[config.mk]
export PLATFORM = sky130hd
export DESIGN_NAME = dds_sweep_ctrl_flat
export DESIGN_NICKNAME = d
export VERILOG_FILES = /design/src/rtl/dds_sweep_ctrl_if.sv /design/src/rtl/dds_sweep_ctrl.sv /design/src/flat_wrapper.sv
export SDC_FILE = /design/constraint.sdc
export NUM_CORES = 1
export LEC_CHECK = 0
export CORE_UTILIZATION = 46
export CTS_CLUSTER_SIZE = 8
export DETAILED_ROUTE_END_ITERATION = 10
export PLACE_DENSITY_LB_ADDON = 0.3
export SYNTH_ARGS = -nofsm -noshare
export SYNTH_HDL_FRONTEND = slang
export SYNTH_SLANG_ARGS = --single-unit
[constraint.sdc]
create_clock -name sys_clk -period 5.5 [get_ports sys_clk]
set_input_delay 0.55 -clock sys_clk [delete_from_list [all_inputs] [get_ports sys_clk]]
set_output_delay 0.55 -clock sys_clk [all_outputs]
set_load 0.005 [all_outputs]
[src/rtl/dds_sweep_ctrl_if.sv]
// Host/DDS-facing bundle for the FCW sweep sequencer: sweep config and request in,
// FCW and status pulses out.
interface dds_sweep_ctrl_if #(
  parameter int unsigned FCW_W   = 32,
  parameter int unsigned DWELL_W = 16,
  parameter int unsigned IDX_W   = 16
);
  logic               start;
  logic               abort;
  logic               mode;
  logic [FCW_W-1:0]   fcw_start;
  logic [FCW_W-1:0]   fcw_stop;
  logic [FCW_W-1:0]   fcw_step;
  logic [DWELL_W-1:0] dwell;
  logic [FCW_W-1:0]   fcw_out;
  logic               fcw_valid;
  logic               phase_clr;
  logic               busy;
  logic               done;
  logic               wrap;
  logic               err;
  logic [IDX_W-1:0]   step_idx;

  modport master (
    output start, abort, mode, fcw_start, fcw_stop, fcw_step, dwell,
    input  fcw_out, fcw_valid, phase_clr, busy, done, wrap, err, step_idx
  );

  modport slave (
    input  start, abort, mode, fcw_start, fcw_stop, fcw_step, dwell,
    output fcw_out, fcw_valid, phase_clr, busy, done, wrap, err, step_idx
  );
endinterface

[src/rtl/dds_sweep_ctrl.sv]
// DDS frequency sweep sequencer: steps the FCW from start to stop with a per-step dwell,
// single-shot or continuous, with a phase-clear pulse at every sweep start.
module dds_sweep_ctrl #(
  parameter int unsigned FCW_W   = 32,
  parameter int unsigned DWELL_W = 16,
  parameter int unsigned IDX_W   = 16
) (
  input  logic             sys_clk,
  input  logic             sys_rst_n,
  dds_sweep_ctrl_if.slave  bus
);

  typedef enum logic {ST_IDLE = 1'b0, ST_RUN = 1'b1} state_t;

  state_t             r_state,   w_state;
  logic [FCW_W-1:0]   r_fcw_out, w_fcw_out;
  logic [IDX_W-1:0]   r_idx,     w_idx;
  logic [DWELL_W-1:0] r_cnt,     w_cnt;
  logic [DWELL_W-1:0] r_reload,  w_reload;
  logic [FCW_W-1:0]   r_start,   w_start;
  logic [FCW_W-1:0]   r_stop,    w_stop;
  logic [FCW_W-1:0]   r_step,    w_step;
  logic               r_mode,    w_mode;
  logic               r_busy,    w_busy;
  logic               r_valid,   w_valid;
  logic               r_pclr,    w_pclr;
  logic               r_done,    w_done;
  logic               r_wrap,    w_wrap;
  logic               r_err,     w_err;
  logic [FCW_W:0]     w_sum;
  logic [DWELL_W-1:0] w_dwell_m1;

  // State and output registers
  always_ff @(posedge sys_clk) begin
    if (!sys_rst_n) begin
      r_state   <= ST_IDLE;
      r_fcw_out <= '0;
      r_idx     <= '0;
      r_cnt     <= '0;
      r_reload  <= '0;
      r_start   <= '0;
      r_stop    <= '0;
      r_step    <= '0;
      r_mode    <= 1'b0;
      r_busy    <= 1'b0;
      r_valid   <= 1'b0;
      r_pclr    <= 1'b0;
      r_done    <= 1'b0;
      r_wrap    <= 1'b0;
      r_err     <= 1'b0;
    end else begin
      r_state   <= w_state;
      r_fcw_out <= w_fcw_out;
      r_idx     <= w_idx;
      r_cnt     <= w_cnt;
      r_reload  <= w_reload;
      r_start   <= w_start;
      r_stop    <= w_stop;
      r_step    <= w_step;
      r_mode    <= w_mode;
      r_busy    <= w_busy;
      r_valid   <= w_valid;
      r_pclr    <= w_pclr;
      r_done    <= w_done;
      r_wrap    <= w_wrap;
      r_err     <= w_err;
    end
  end

  // Next-state and next-output logic; the +1 bit of w_sum catches FCW overflow for the clamp
  always_comb begin
    w_state    = r_state;
    w_fcw_out  = r_fcw_out;
    w_idx      = r_idx;
    w_cnt      = r_cnt;
    w_reload   = r_reload;
    w_start    = r_start;
    w_stop     = r_stop;
    w_step     = r_step;
    w_mode     = r_mode;
    w_busy     = r_busy;
    w_valid    = 1'b0;
    w_pclr     = 1'b0;
    w_done     = 1'b0;
    w_wrap     = 1'b0;
    w_err      = 1'b0;
    w_sum      = {1'b0, r_fcw_out} + {1'b0, r_step};
    w_dwell_m1 = (bus.dwell == '0) ? '0 : bus.dwell - DWELL_W'(1);

    case (r_state)
      ST_IDLE: begin
        if (bus.start && !bus.abort) begin
          if ((bus.fcw_step == '0) || (bus.fcw_start > bus.fcw_stop)) begin
            w_err = 1'b1;
          end else begin
            w_state   = ST_RUN;
            w_start   = bus.fcw_start;
            w_stop    = bus.fcw_stop;
            w_step    = bus.fcw_step;
            w_mode    = bus.mode;
            w_reload  = w_dwell_m1;
            w_cnt     = w_dwell_m1;
            w_fcw_out = bus.fcw_start;
            w_idx     = '0;
            w_busy    = 1'b1;
            w_valid   = 1'b1;
            w_pclr    = 1'b1;
          end
        end
      end
      ST_RUN: begin
        if (bus.abort) begin
          w_state   = ST_IDLE;
          w_fcw_out = '0;
          w_valid   = 1'b1;
          w_busy    = 1'b0;
        end else if (r_cnt != '0) begin
          w_cnt = r_cnt - DWELL_W'(1);
        end else if (r_fcw_out < r_stop) begin
          w_fcw_out = (w_sum > {1'b0, r_stop}) ? r_stop : w_sum[FCW_W-1:0];
          w_idx     = (&r_idx) ? r_idx : r_idx + IDX_W'(1);
          w_cnt     = r_reload;
          w_valid   = 1'b1;
        end else if (!r_mode) begin
          w_state = ST_IDLE;
          w_busy  = 1'b0;
          w_done  = 1'b1;
        end else begin
          w_fcw_out = r_start;
          w_idx     = '0;
          w_cnt     = r_reload;
          w_valid   = 1'b1;
          w_pclr    = 1'b1;
          w_wrap    = 1'b1;
        end
      end
      default: w_state = ST_IDLE;
    endcase
  end

  assign bus.fcw_out   = r_fcw_out;
  assign bus.fcw_valid = r_valid;
  assign bus.phase_clr = r_pclr;
  assign bus.busy      = r_busy;
  assign bus.done      = r_done;
  assign bus.wrap      = r_wrap;
  assign bus.err       = r_err;
  assign bus.step_idx  = r_idx;

endmodule

[src/flat_wrapper.sv]
// flat-port wrapper written by rule: the top's interface ports become plain ports
module dds_sweep_ctrl_flat 
#(
  parameter int unsigned FCW_W   = 32,
  parameter int unsigned DWELL_W = 16,
  parameter int unsigned IDX_W   = 16
)
  (sys_clk, sys_rst_n, bus_start, bus_abort, bus_mode, bus_fcw_start, bus_fcw_stop, bus_fcw_step, bus_dwell, bus_fcw_out, bus_fcw_valid, bus_phase_clr, bus_busy, bus_done, bus_wrap, bus_err, bus_step_idx);
  dds_sweep_ctrl_if #(.FCW_W(FCW_W), .DWELL_W(DWELL_W), .IDX_W(IDX_W)) bus_i ();
  input  logic sys_clk;
  input  logic sys_rst_n;
  input wire logic [$bits(bus_i.start)-1:0] bus_start;
  input wire logic [$bits(bus_i.abort)-1:0] bus_abort;
  input wire logic [$bits(bus_i.mode)-1:0] bus_mode;
  input wire logic [$bits(bus_i.fcw_start)-1:0] bus_fcw_start;
  input wire logic [$bits(bus_i.fcw_stop)-1:0] bus_fcw_stop;
  input wire logic [$bits(bus_i.fcw_step)-1:0] bus_fcw_step;
  input wire logic [$bits(bus_i.dwell)-1:0] bus_dwell;
  output wire logic [$bits(bus_i.fcw_out)-1:0] bus_fcw_out;
  output wire logic [$bits(bus_i.fcw_valid)-1:0] bus_fcw_valid;
  output wire logic [$bits(bus_i.phase_clr)-1:0] bus_phase_clr;
  output wire logic [$bits(bus_i.busy)-1:0] bus_busy;
  output wire logic [$bits(bus_i.done)-1:0] bus_done;
  output wire logic [$bits(bus_i.wrap)-1:0] bus_wrap;
  output wire logic [$bits(bus_i.err)-1:0] bus_err;
  output wire logic [$bits(bus_i.step_idx)-1:0] bus_step_idx;
  assign bus_i.start = bus_start;
  assign bus_i.abort = bus_abort;
  assign bus_i.mode = bus_mode;
  assign bus_i.fcw_start = bus_fcw_start;
  assign bus_i.fcw_stop = bus_fcw_stop;
  assign bus_i.fcw_step = bus_fcw_step;
  assign bus_i.dwell = bus_dwell;
  assign bus_fcw_out = bus_i.fcw_out;
  assign bus_fcw_valid = bus_i.fcw_valid;
  assign bus_phase_clr = bus_i.phase_clr;
  assign bus_busy = bus_i.busy;
  assign bus_done = bus_i.done;
  assign bus_wrap = bus_i.wrap;
  assign bus_err = bus_i.err;
  assign bus_step_idx = bus_i.step_idx;
  dds_sweep_ctrl #(.FCW_W(FCW_W), .DWELL_W(DWELL_W), .IDX_W(IDX_W)) u_core (.sys_clk(sys_clk), .sys_rst_n(sys_rst_n), .bus(bus_i));
endmodule
==> impl_results.md <==
- Failing checks: DRC, setup timing
- Endpoints failing setup: 1
- YS warnings: 0
- Register area share after synthesis: 29.6%
- Area leader, netlist: dfxtp_1
- Drt first-iter violations: 927
- Share of the synthesized area in the top cell type: 29.6%
- Placed cell area: 14600 sq um
- CTS tree: built
- RSZ-0062 raised after global routing: yes
- WL final: 37.6 mm
- GRT Total Usage: 26.5%
- Die Y: 167 um
- Crit path cell chain: ha_4, a21o_1, o21bai_2, o21a_1, or4_4, a21oi_4, o21ai_2, a21oi_2, xnor2_1, ha_1, nand4_1, nor2_2, nand3_2, or4_4, a221o_1, a21oi_2, o211a_4, buf_12, mux2_4, a222oi_1, a21oi_1
- Final period utilization: 100%
- Synth Area in Compound Gates: 21.3%
- Clk sink count: 184
- Multiplexer area fraction after synthesis: 8.87%
- # DRC: 9
- 1st-pass router iterations: 9
- Post-synthesis async set-or-reset flop share: 0%
- Min Tclk post-route: 5.51 ns
- Cell area after synthesis: 12500 sq um
- Place WS: -0.142 ns
- Antenna viol nets, final: 0
- Mapped Avg Cell Area: 8.44 sq um
- CP max FO: 8
- Leakage power: 6.43 nW
- Grt total ovfl: 0
- Critical path's largest stage delay: 0.53 ns
- Final non-filler cell area: 15500 sq um
- Number of synthesized register bits: 184
- Synth Area in Adders: 13.3%
- Largest net degree at the start of global routing: 144
- Max_cap viols: 0
- Root Buffer: clkbuf_16
- Area share of and/or/nand/nor cells after synthesis: 18.6%
- Core ar.: 26300 sq um
- Synth-to-layout area growth: 24.2%
- Synth Instances: 1476
- I/O Buffers: 170
- Post-synth EDFFs: 0
- Via/cell ratio: 5.91
- Worst Path Required: 5.81 ns
- Slew Viols, Final: 0
- Clock buffer depth: 2
- Setup_tns: -0.0141 ns
- Row cnt: 59
- FILL cells: 2319
- Most used DFF post-synth: dfxtp_1
- Placer Congestion: 0.980
- Fmax: 181 MHz
- Post-layout worst setup margin: -0.0141 ns
- Area contributors post-synth: dfxtp_1, ha_1, mux2i_1, o21ai_0, nor2b_1
- Hpwl dp: 27.7 mm
- DR WL/cell: 19.0 um
- Startpoint Class: flip-flop
- Die Span X: 167 um
- Share of cells above drive strength 1: 8.90%
- I/O Pins: 171
- Antenna Cells: 0
- Total CTS buffers: 17
- Antenna violations before repair: 0
- First-pass GRT wire length: 59.2 mm
- Largest family of logic cells by synthesized area: compound AO/OA/AOI/OAI gates
- CP Capture Type: flip-flop
- P per Cell Area: 270 nW/um^2
- XOR/XNOR share of the synthesized area: 3.23%
- Die area: 27700 sq um
- Nets@finish: 1887
- Max-slew headroom: 23.1%
- Fin util: 58.9%
- Slowest cell on crit path: or4_4
- Worst-Margin Slew: 1.15 ns
- Mapped Nets: 1725
- VDD IR max: 0.223 mV
- Critical path arrival: 5.83 ns
- DR vias: 11.7k
- Clock-pin slew on the worst setup and hold paths: 0.07 ns
- Skew-Pair Late Insertion Delay: 0.45 ns
- Hold Path Class: reg2reg
- Cell variety after synth: 73
- WS Path Type: reg2reg
- Final Skew: 0.0149 ns
- H-tree level count: 4
- Hold Vio Cnt, Final: 0
- Outcome: finished with violations
- Vias in the first global route: 11.2k
- Initial core utilization: 47.4%
[synthesized netlist by cell type, types with 8 or more instances]
cell type,instances
nand2_1,118
a21o_1,29
mux2i_1,89
a21oi_1,99
nand3_1,24
a22o_1,13
a222oi_1,18
a211oi_1,8
xnor2_1,34
inv_1,84
nor4_1,17
nor3_1,20
a31oi_1,14
nor2b_1,90
and3_1,10
o211ai_1,17
o21ai_0,114
buf_2,18
o311ai_0,10
o211a_1,19
xor2_1,12
clkbuf_1,50
and2_1,36
mux2_2,16
nor2_1,81
a221oi_1,8
ha_1,131
nand4_1,21
dfxtp_1,184
[final timing paths]
kind,startpoint,to,slack (ns),cells after the start
max,u_core.r_step[4],u_core.bus.fcw_out[20],-0.01,21
min,u_core.bus.step_idx[15],u_core.bus.step_idx[15],0.50,1
max reg2reg,u_core.r_step[4],u_core.bus.fcw_out[20],-0.01,21
min reg2reg,u_core.bus.step_idx[15],u_core.bus.step_idx[15],0.50,1
[registers in the layout, summed over array words and instances (netlist names)]
name                  flops
u_core.bus.fcw_out       32
u_core.r_start           32
u_core.r_step            32
u_core.r_stop            32
u_core.bus.step_idx      16
u_core.r_cnt             16
u_core.r_reload          16
u_core.bus.busy           1
u_core.bus.done           1
u_core.bus.err            1
u_core.bus.fcw_valid      1
u_core.bus.phase_clr      1
u_core.bus.wrap           1
u_core.r_mode             1
u_core.r_state            1
[where the power goes]
part	internal, mW	leakage (nW)	switching [mW]
sequential	1.42	1.50	0.0862
clock	0.644	0.286	0.605
combinational	0.674	4.64	0.759
total	2.73	6.43	1.45
[repair_timing]
action,4_1_cts,5_1_grt
endpoints found under the setup margin,20,31
setup buffers,1,11
resized for setup,11,43
hold buffers,0,0
pin swaps,8,65
gates cloned,0,1
[area by class of cell]
type                    instances  area (sq um)  area share (%)
repair buffers                216          2090            13.5
well taps                     335           419            2.71
flip-flops and latches        184          3690            23.8
clock inverters                15           160            1.04
multi-input cells            1135          8370            54.1
inverters                      84           315            2.04
clock buffers                  17           425            2.75
[metal layers]
layer	track usage [%]	part of all wire [%]
met1	34.5	44
met2	44.6	48
met3	4.11	5.6
met4	8.86	2.3
met5	0	0
[through the flow]
stage | hold slack [ns] | power, mW | instances
3_3_place_gp | 0.479 | 2.81 | 1942
6_report | 0.500 | 4.18 | 1986
2_1_floorplan | 0.466 | 2.38 | 1476
3_5_place_dp | 0.489 | 2.84 | 1942
4_1_cts | 0.504 | 4.08 | 1975
5_1_grt | 0.532 | 4.38 | 1986
[placed cells by master, fill, tap and decap left out, types with 12 or more instances in the layout]
master,instances
dfxtp_1,179
clkdlybuf4s50_1,169
ha_1,128
nand2_1,117
o21ai_0,110
a21oi_1,95
mux2i_1,89
nor2b_1,88
inv_1,83
nor2_1,79
buf_4,43
and2_1,36
xnor2_1,33
a21o_1,29
nand3_1,23
nand4_1,21
nor3_1,20
o211a_1,19
a222oi_1,18
clkbuf_16,18
o211ai_1,17
nor4_1,17
a22o_1,13
xor2_1,12
[cell families after synthesis]
logic type | count (synthesis)
AND/OR/NAND/NOR | 449
multiplexers | 108
AO/OA/AOI/OAI | 400
flip-flops | 184
buffers and inverters | 157
adder cells (fa/ha/maj) | 132
XOR/XNOR | 46
[critical path: cells and delay by family, from the launching register on]
family / cells / cell delay (ns)
xor+xnor: 1 / 0.12
buf+inv: 1 / 0.16
mux: 1 / 0.31
simple gates: 5 / 1.47
compound gates: 11 / 2.34
fa+ha+maj: 2 / 0.58
flops: 1 / 0.40
Note: power is estimated with default switching activity, not from simulation.
